File: src/rtl/alu_pipe.sv
// Two-stage pipelined ALU with valid/ready on both sides and a 4-bit flag set.
// Define ALU_MUL_EN to build the iterative shift-add multiplier for opcode C.
module alu_pipe #(
  parameter int WIDTH = 8,
  parameter int TAG_W = 4
) (
  input  logic             clk,
  input  logic             rst,
  input  logic             in_valid,
  output logic             in_ready,
  input  logic [3:0]       in_op,
  input  logic [WIDTH-1:0] in_a,
  input  logic [WIDTH-1:0] in_b,
  input  logic [TAG_W-1:0] in_tag,
  output logic             out_valid,
  input  logic             out_ready,
  output logic [WIDTH-1:0] out_result,
  output logic [TAG_W-1:0] out_tag,
  output logic [3:0]       out_flags,
  output logic             out_err
);

  localparam int SW = $clog2(WIDTH);

  localparam logic [3:0] OP_ADD  = 4'h0;
  localparam logic [3:0] OP_SUB  = 4'h1;
  localparam logic [3:0] OP_AND  = 4'h2;
  localparam logic [3:0] OP_OR   = 4'h3;
  localparam logic [3:0] OP_XOR  = 4'h4;
  localparam logic [3:0] OP_SLL  = 4'h5;
  localparam logic [3:0] OP_SRL  = 4'h6;
  localparam logic [3:0] OP_SRA  = 4'h7;
  localparam logic [3:0] OP_SLTU = 4'h8;
  localparam logic [3:0] OP_SLT  = 4'h9;
  localparam logic [3:0] OP_PASS = 4'hA;
  localparam logic [3:0] OP_NOR  = 4'hB;
`ifdef ALU_MUL_EN
  localparam logic [3:0] OP_MUL  = 4'hC;
`endif

  typedef struct packed {
    logic [3:0]       op;
    logic [WIDTH-1:0] a;
    logic [WIDTH-1:0] b;
    logic [TAG_W-1:0] tag;
  } req_t;

  typedef struct packed {
    logic [WIDTH-1:0] result;
    logic [3:0]       flags;
    logic             err;
    logic [TAG_W-1:0] tag;
  } rsp_t;

  req_t s1;
  logic s1_valid;
  rsp_t s2;
  logic s2_valid;
  rsp_t alu_rsp;
  rsp_t mul_rsp;
  logic rdy_en;
  logic s2_free, s1_adv, s1_wr;
  logic mul_idle, s1_is_mul, mul_wr;

  assign s2_free  = !s2_valid || out_ready;
  assign s1_adv   = s1_valid && s2_free && mul_idle;
  assign s1_wr    = s1_adv && !s1_is_mul;
  // a multiply leaving S1 parks the front end until its result is written
  assign in_ready = rdy_en && mul_idle && (!s1_valid || s1_wr);

  always_ff @(posedge clk or posedge rst) begin
    if (rst) rdy_en <= 1'b0;
    else     rdy_en <= 1'b1;
  end

  always_ff @(posedge clk or posedge rst) begin
    if (rst) begin
      s1_valid <= 1'b0;
      s1       <= '0;
    end else if (in_valid && in_ready) begin
      s1_valid <= 1'b1;
      s1       <= '{op: in_op, a: in_a, b: in_b, tag: in_tag};
    end else if (s1_adv) begin
      s1_valid <= 1'b0;
    end
  end

  // ---------------- single-cycle datapath ----------------
  logic [SW-1:0]       sh;
  logic [WIDTH:0]      add_w, sub_w, sll_w, srl_w;
  logic signed [WIDTH:0] sra_w;
  logic [WIDTH-1:0]    res;
  logic                cy, ov, ill;

  // the extra bit on each shift catches the last bit shifted out
  assign sh    = s1.b[SW-1:0];
  assign add_w = {1'b0, s1.a} + {1'b0, s1.b};
  assign sub_w = {1'b0, s1.a} - {1'b0, s1.b};
  assign sll_w = {1'b0, s1.a} << sh;
  assign srl_w = {s1.a, 1'b0} >> sh;
  assign sra_w = $signed({s1.a, 1'b0}) >>> sh;

  always_comb begin
    res = '0;
    cy  = 1'b0;
    ov  = 1'b0;
    ill = 1'b0;
    case (s1.op)
      OP_ADD: begin
        res = add_w[WIDTH-1:0];
        cy  = add_w[WIDTH];
        ov  = (s1.a[WIDTH-1] == s1.b[WIDTH-1]) && (res[WIDTH-1] != s1.a[WIDTH-1]);
      end
      OP_SUB: begin
        res = sub_w[WIDTH-1:0];
        cy  = sub_w[WIDTH];
        ov  = (s1.a[WIDTH-1] != s1.b[WIDTH-1]) && (res[WIDTH-1] != s1.a[WIDTH-1]);
      end
      OP_AND:  res = s1.a & s1.b;
      OP_OR:   res = s1.a | s1.b;
      OP_XOR:  res = s1.a ^ s1.b;
      OP_SLL: begin
        res = sll_w[WIDTH-1:0];
        cy  = sll_w[WIDTH];
      end
      OP_SRL: begin
        res = srl_w[WIDTH:1];
        cy  = srl_w[0];
      end
      OP_SRA: begin
        res = sra_w[WIDTH:1];
        cy  = sra_w[0];
      end
      OP_SLTU: res = {{(WIDTH-1){1'b0}}, (s1.a < s1.b)};
      OP_SLT:  res = {{(WIDTH-1){1'b0}}, ($signed(s1.a) < $signed(s1.b))};
      OP_PASS: res = s1.a;
      OP_NOR:  res = ~(s1.a | s1.b);
`ifdef ALU_MUL_EN
      OP_MUL:  ;
`endif
      default: ill = 1'b1;
    endcase
  end

  assign alu_rsp.result = res;
  assign alu_rsp.flags  = ill ? 4'b1000 : {(res == '0), res[WIDTH-1], cy, ov};
  assign alu_rsp.err    = ill;
  assign alu_rsp.tag    = s1.tag;

  // ---------------- optional shift-add multiplier ----------------
`ifdef ALU_MUL_EN
  typedef enum logic [1:0] {IDLE, BUSY, DONE} mst_t;
  mst_t st, st_nx;
  logic [2*WIDTH-1:0] acc, mcand;
  logic [WIDTH-1:0]   mplier;
  logic [SW-1:0]      cnt;
  logic [TAG_W-1:0]   mtag;
  logic               launch;

  assign s1_is_mul = (s1.op == OP_MUL);
  assign launch    = s1_adv && s1_is_mul;
  assign mul_idle  = (st == IDLE);

  always_ff @(posedge clk or posedge rst) begin
    if (rst) st <= IDLE;
    else     st <= st_nx;
  end

  always_comb begin
    st_nx  = st;
    mul_wr = 1'b0;
    case (st)
      IDLE: if (launch) st_nx = BUSY;
      BUSY: if (cnt == SW'(WIDTH-1)) st_nx = DONE;
      DONE: if (s2_free) begin
        mul_wr = 1'b1;
        st_nx  = IDLE;
      end
      default: st_nx = IDLE;
    endcase
  end

  always_ff @(posedge clk or posedge rst) begin
    if (rst) begin
      acc    <= '0;
      mcand  <= '0;
      mplier <= '0;
      cnt    <= '0;
      mtag   <= '0;
    end else if (launch) begin
      acc    <= '0;
      mcand  <= {{WIDTH{1'b0}}, s1.a};
      mplier <= s1.b;
      cnt    <= '0;
      mtag   <= s1.tag;
    end else if (st == BUSY) begin
      if (mplier[0]) acc <= acc + mcand;
      mcand  <= mcand << 1;
      mplier <= mplier >> 1;
      cnt    <= cnt + 1'b1;
    end
  end

  assign mul_rsp.result = acc[WIDTH-1:0];
  assign mul_rsp.flags  = {(acc[WIDTH-1:0] == '0), acc[WIDTH-1], (acc[2*WIDTH-1:WIDTH] != '0), 1'b0};
  assign mul_rsp.err    = 1'b0;
  assign mul_rsp.tag    = mtag;
`else
  assign s1_is_mul = 1'b0;
  assign mul_idle  = 1'b1;
  assign mul_wr    = 1'b0;
  assign mul_rsp   = '0;
`endif

  // ---------------- output register ----------------
  always_ff @(posedge clk or posedge rst) begin
    if (rst) begin
      s2_valid <= 1'b0;
      s2       <= '0;
    end else if (mul_wr) begin
      s2_valid <= 1'b1;
      s2       <= mul_rsp;
    end else if (s1_wr) begin
      s2_valid <= 1'b1;
      s2       <= alu_rsp;
    end else if (out_ready) begin
      s2_valid <= 1'b0;
    end
  end

  assign out_valid  = s2_valid;
  assign out_result = s2.result;
  assign out_tag    = s2.tag;
  assign out_flags  = s2.flags;
  assign out_err    = s2.err;

endmodule

File: config.mk
export PLATFORM = sky130hd
export DESIGN_NAME = alu_pipe
export DESIGN_NICKNAME = d
export VERILOG_FILES = /design/src/rtl/alu_pipe.sv
export SDC_FILE = /design/constraint.sdc
export NUM_CORES = 1
export LEC_CHECK = 0
export ABC_AREA = 1
export BUFFER_PORTS_ARGS = -buffer_cell sky130_fd_sc_hd__buf_4
export CAP_MARGIN = 5
export CORE_ASPECT_RATIO = 2
export CORE_MARGIN = 1
export CORE_UTILIZATION = 30
export CTS_BUF_LIST = sky130_fd_sc_hd__clkbuf_4 sky130_fd_sc_hd__clkbuf_8
export DETAILED_ROUTE_END_ITERATION = 7
export PLACE_DENSITY_LB_ADDON = 0.3
export SYNTH_ARGS = -nofsm -noshare
export SYNTH_HDL_FRONTEND = slang
export SYNTH_SLANG_ARGS = --single-unit
File: constraint.sdc
create_clock -name clk -period 2.3 [get_ports clk]
set_clock_uncertainty 0.2 [all_clocks]
set_input_delay 0.115 -clock clk [delete_from_list [all_inputs] [get_ports clk]]
set_output_delay 0.115 -clock clk [all_outputs]
set_load 0.005 [all_outputs]
==> impl_metrics.yaml <==
status:
  outcome: "complete, no violations"
global_routing:
  grt_pass1_vias: 4090
  grt_pass1_wl_mm: 20.84
  grt_overflow: 0
  antenna_found_initial: 0
  grtUsageTotal_pct: 22.48
  grt_max_degree: 41
floorplan:
  design.die.area_um2: 12540
  initial_core_util_pct: 30.76
  rows: 56
  die_w_um: 79.69
  coreArea_um2: 11770
  ios: 47
  die_h_um: 157.4
timing:
  drv_slew: 0
  post-route-min-period_ps: 2252
  hold_viol_final: 0
  setup_viol: 0
  finalCritPeriodShare_pct: 97.91
  setup_ws_ps: 48.02
  finalSetupTns_ps: 0
  rsz0062_at_grt: "true"
  max_freq_mhz: 444.1
  hold_ws_ps: 173.0
critical_path:
  end_kind: "register"
  startpoint: "s1[12]"
  worstPathRequired_ps: 2370
  startpoint_type: "register"
  r2r_slack_ps: 50
  critical_path_arrival_ps: 2320
  r2r_end: "out_flags[3]"
  r2r_start: "s1[12]"
  worst-setup-path-type: "reg -> reg"
  path_max_fanout: 3
  rr_worst_depth: 13
clocking:
  clkLatencyLatePin_ps: 310
  cts_tree: "yes"
  h-tree-depth: 2
  clkTransAtPathRegs_ps: 100
  cts-root-buf: "clkbuf_8"
  clock_path_buffers: 2
  numCtsBuffers: 5
  cts_sinks: 44
job:
  drv_cap: 0
cells_and_area:
  fin_nets: 739
  fillers: 1285
  syn_to_final_growth_pct: 35.52
  multi_input_area_um2: 2268
  drive_gt1_share_pct: 19.30
  register_area_um2: 1102
  instances_no_fill: 829
  final_core_util_pct: 41.69
  stdcell_area_um2: 4907
  antenna_cells: 0
synthesis:
  synth_compound_area_share_pct: 9.606
  synth-simple-area-share_pct: 39.60
  synthFlopType: "dfrtp_1"
  ys_types: 28
  synth.avg_cell_area_um2: 6.353
  netlist_instances: 570
  muxShareOfSynthArea_pct: 1.244
  synth_common_cells: "nand2_1, nand3_1, nor2_1"
  synth_seq_area_share_pct: 30.41
  synthXorXnorAreaFrac_pct: 0.4838
  yosys_warnings: 0
  syn_nets: 626
  yosysMostFrequentCell: "nand2_1"
  synth_top_family_by_area: "simple AND/OR/NAND/NOR gates"
  yosys.area.top_type: "dfrtp_1"
  synth_top_area_share_pct: 30.41
  netlist_top_cells_area: "dfrtp_1, nand2_1, nand3_1"
  ys_ff_latch: 44
  syn-cell-area_um2: 3621
  yosys.area_share.adder_pct: 10.09
  synth-edff-count: 0
  async_flop_share_pct: 100.0
placement:
  placedCellCount: 793
  io_buffers: 46
  dp_hpwl_mm: 10.93
  post-place-ws_ps: -68.24
  gp_congestion: 0.9294
  placed_area_um2: 4451
routing:
  viasPerCell: 4.931
  vias: 4088
  drt_iter0_drc: 235
  drt_first_pass_iters: 4
  post_drt_wl_per_cell_um: 16.15
  wl_mm: 13.39
  route.detailed.drc: 0
  ant_nets: 0
pwr:
  total_power_mw: 3.556
  cellPowerDensity_nw_per_um2: 724.6
  peakVddDrop_v: 0.0005066
  p_leak_nw: 2.623
worst_hold_path:
  hp-class: "in -> async"
## cell families after synthesis
| logic type | after synthesis |
|---|---|
| AND/OR/NAND/NOR | 351 |
| buffers and inverters | 76 |
| AO/OA/AOI/OAI | 64 |
| flip-flops | 44 |
| adder cells (fa/ha/maj) | 28 |
| multiplexers | 4 |
| XOR/XNOR | 2 |
| other | 1 |
## worst max path at each step
stage                    to  cells after the start  slack [ps]
2_1_floorplan  out_flags[3]                     14         120
3_3_place_gp   out_flags[3]                     12         -70
3_5_place_dp   out_flags[3]                     12         -70
4_1_cts        out_flags[3]                     13           9
5_1_grt        out_flags[3]                     12        -120
6_report       out_flags[3]                     13          50
## cell type report
cell class | instances | area share [%]
clock inverters | 3 | 0.9689
inverters | 57 | 4.411
repair buffers | 125 | 20.83
clock buffers | 5 | 1.402
well taps | 145 | 3.697
flip-flops and latches | 44 | 22.46
multi-input cells | 450 | 46.23
## where the power goes
part           total [mW]  internal [mW]  switching [mW]
Sequential           1.04          0.933           0.103
Clock               0.635          0.328           0.308
Combinational        1.88          0.793            1.09
## timing repair
| action | in CTS | in global routing |
|---|---|---|
| hold buffers | 27 | 0 |
| endpoints found under the hold margin | 46 | 0 |
| resized for setup | 4 | 18 |
| endpoints found under the setup margin | 3 | 10 |
| pin swaps | 1 | 4 |
| buffers inserted | 0 | 1 |
## worst max-delay path, cell delays in order (launching register included)
cell and delay (ps):
dfrtp_1 400, inv_1 80, ha_1 190, inv_1 80
fa_2 430, inv_1 60, nor2_1 40, nor2_1 100
nand3_1 160, nor2_2 140, nand3_1 80, nor2_1 90
nand4_1 70, nand2_1 70
## registers in the layout (all words and copies together), names as in the netlist
| register | flops |
|---|---|
| out_tag | 4 |
| out_result | 8 |
| rdy_en | 1 |
| alu_rsp | 4 |
| s1 | 20 |
| s1_valid | 1 |
| out_valid | 1 |
| out_flags | 4 |
| out_err | 1 |
## layout by cell type, fill, tap and decap left out, types with 2 or more instances in the layout
cell,instances
a21oi_1,34
inv_2,3
xor2_1,2
o22ai_1,2
buf_4,96
o21ai_0,16
nand4_1,8
nor3_1,2
nand2_1,197
dlygate4sd3_1,27
mux2_2,4
a21oi_2,2
ha_1,20
inv_1,53
clkbuf_8,5
o211ai_1,4
nor2_1,66
ha_2,5
nor2_2,4
nand3_1,70
clkinv_4,2
dfrtp_1,43
fa_2,2
## layer usage
layer	part of all wire, %	vias up	global-route usage (%)
met4	8.5	0	18.61
met5	0	-	0
met3	2.2	47	1.739
met2	55	97	42.86
met1	34	1899	20.81
li1	-	2045	-
Power figures use the tool's default switching activity.
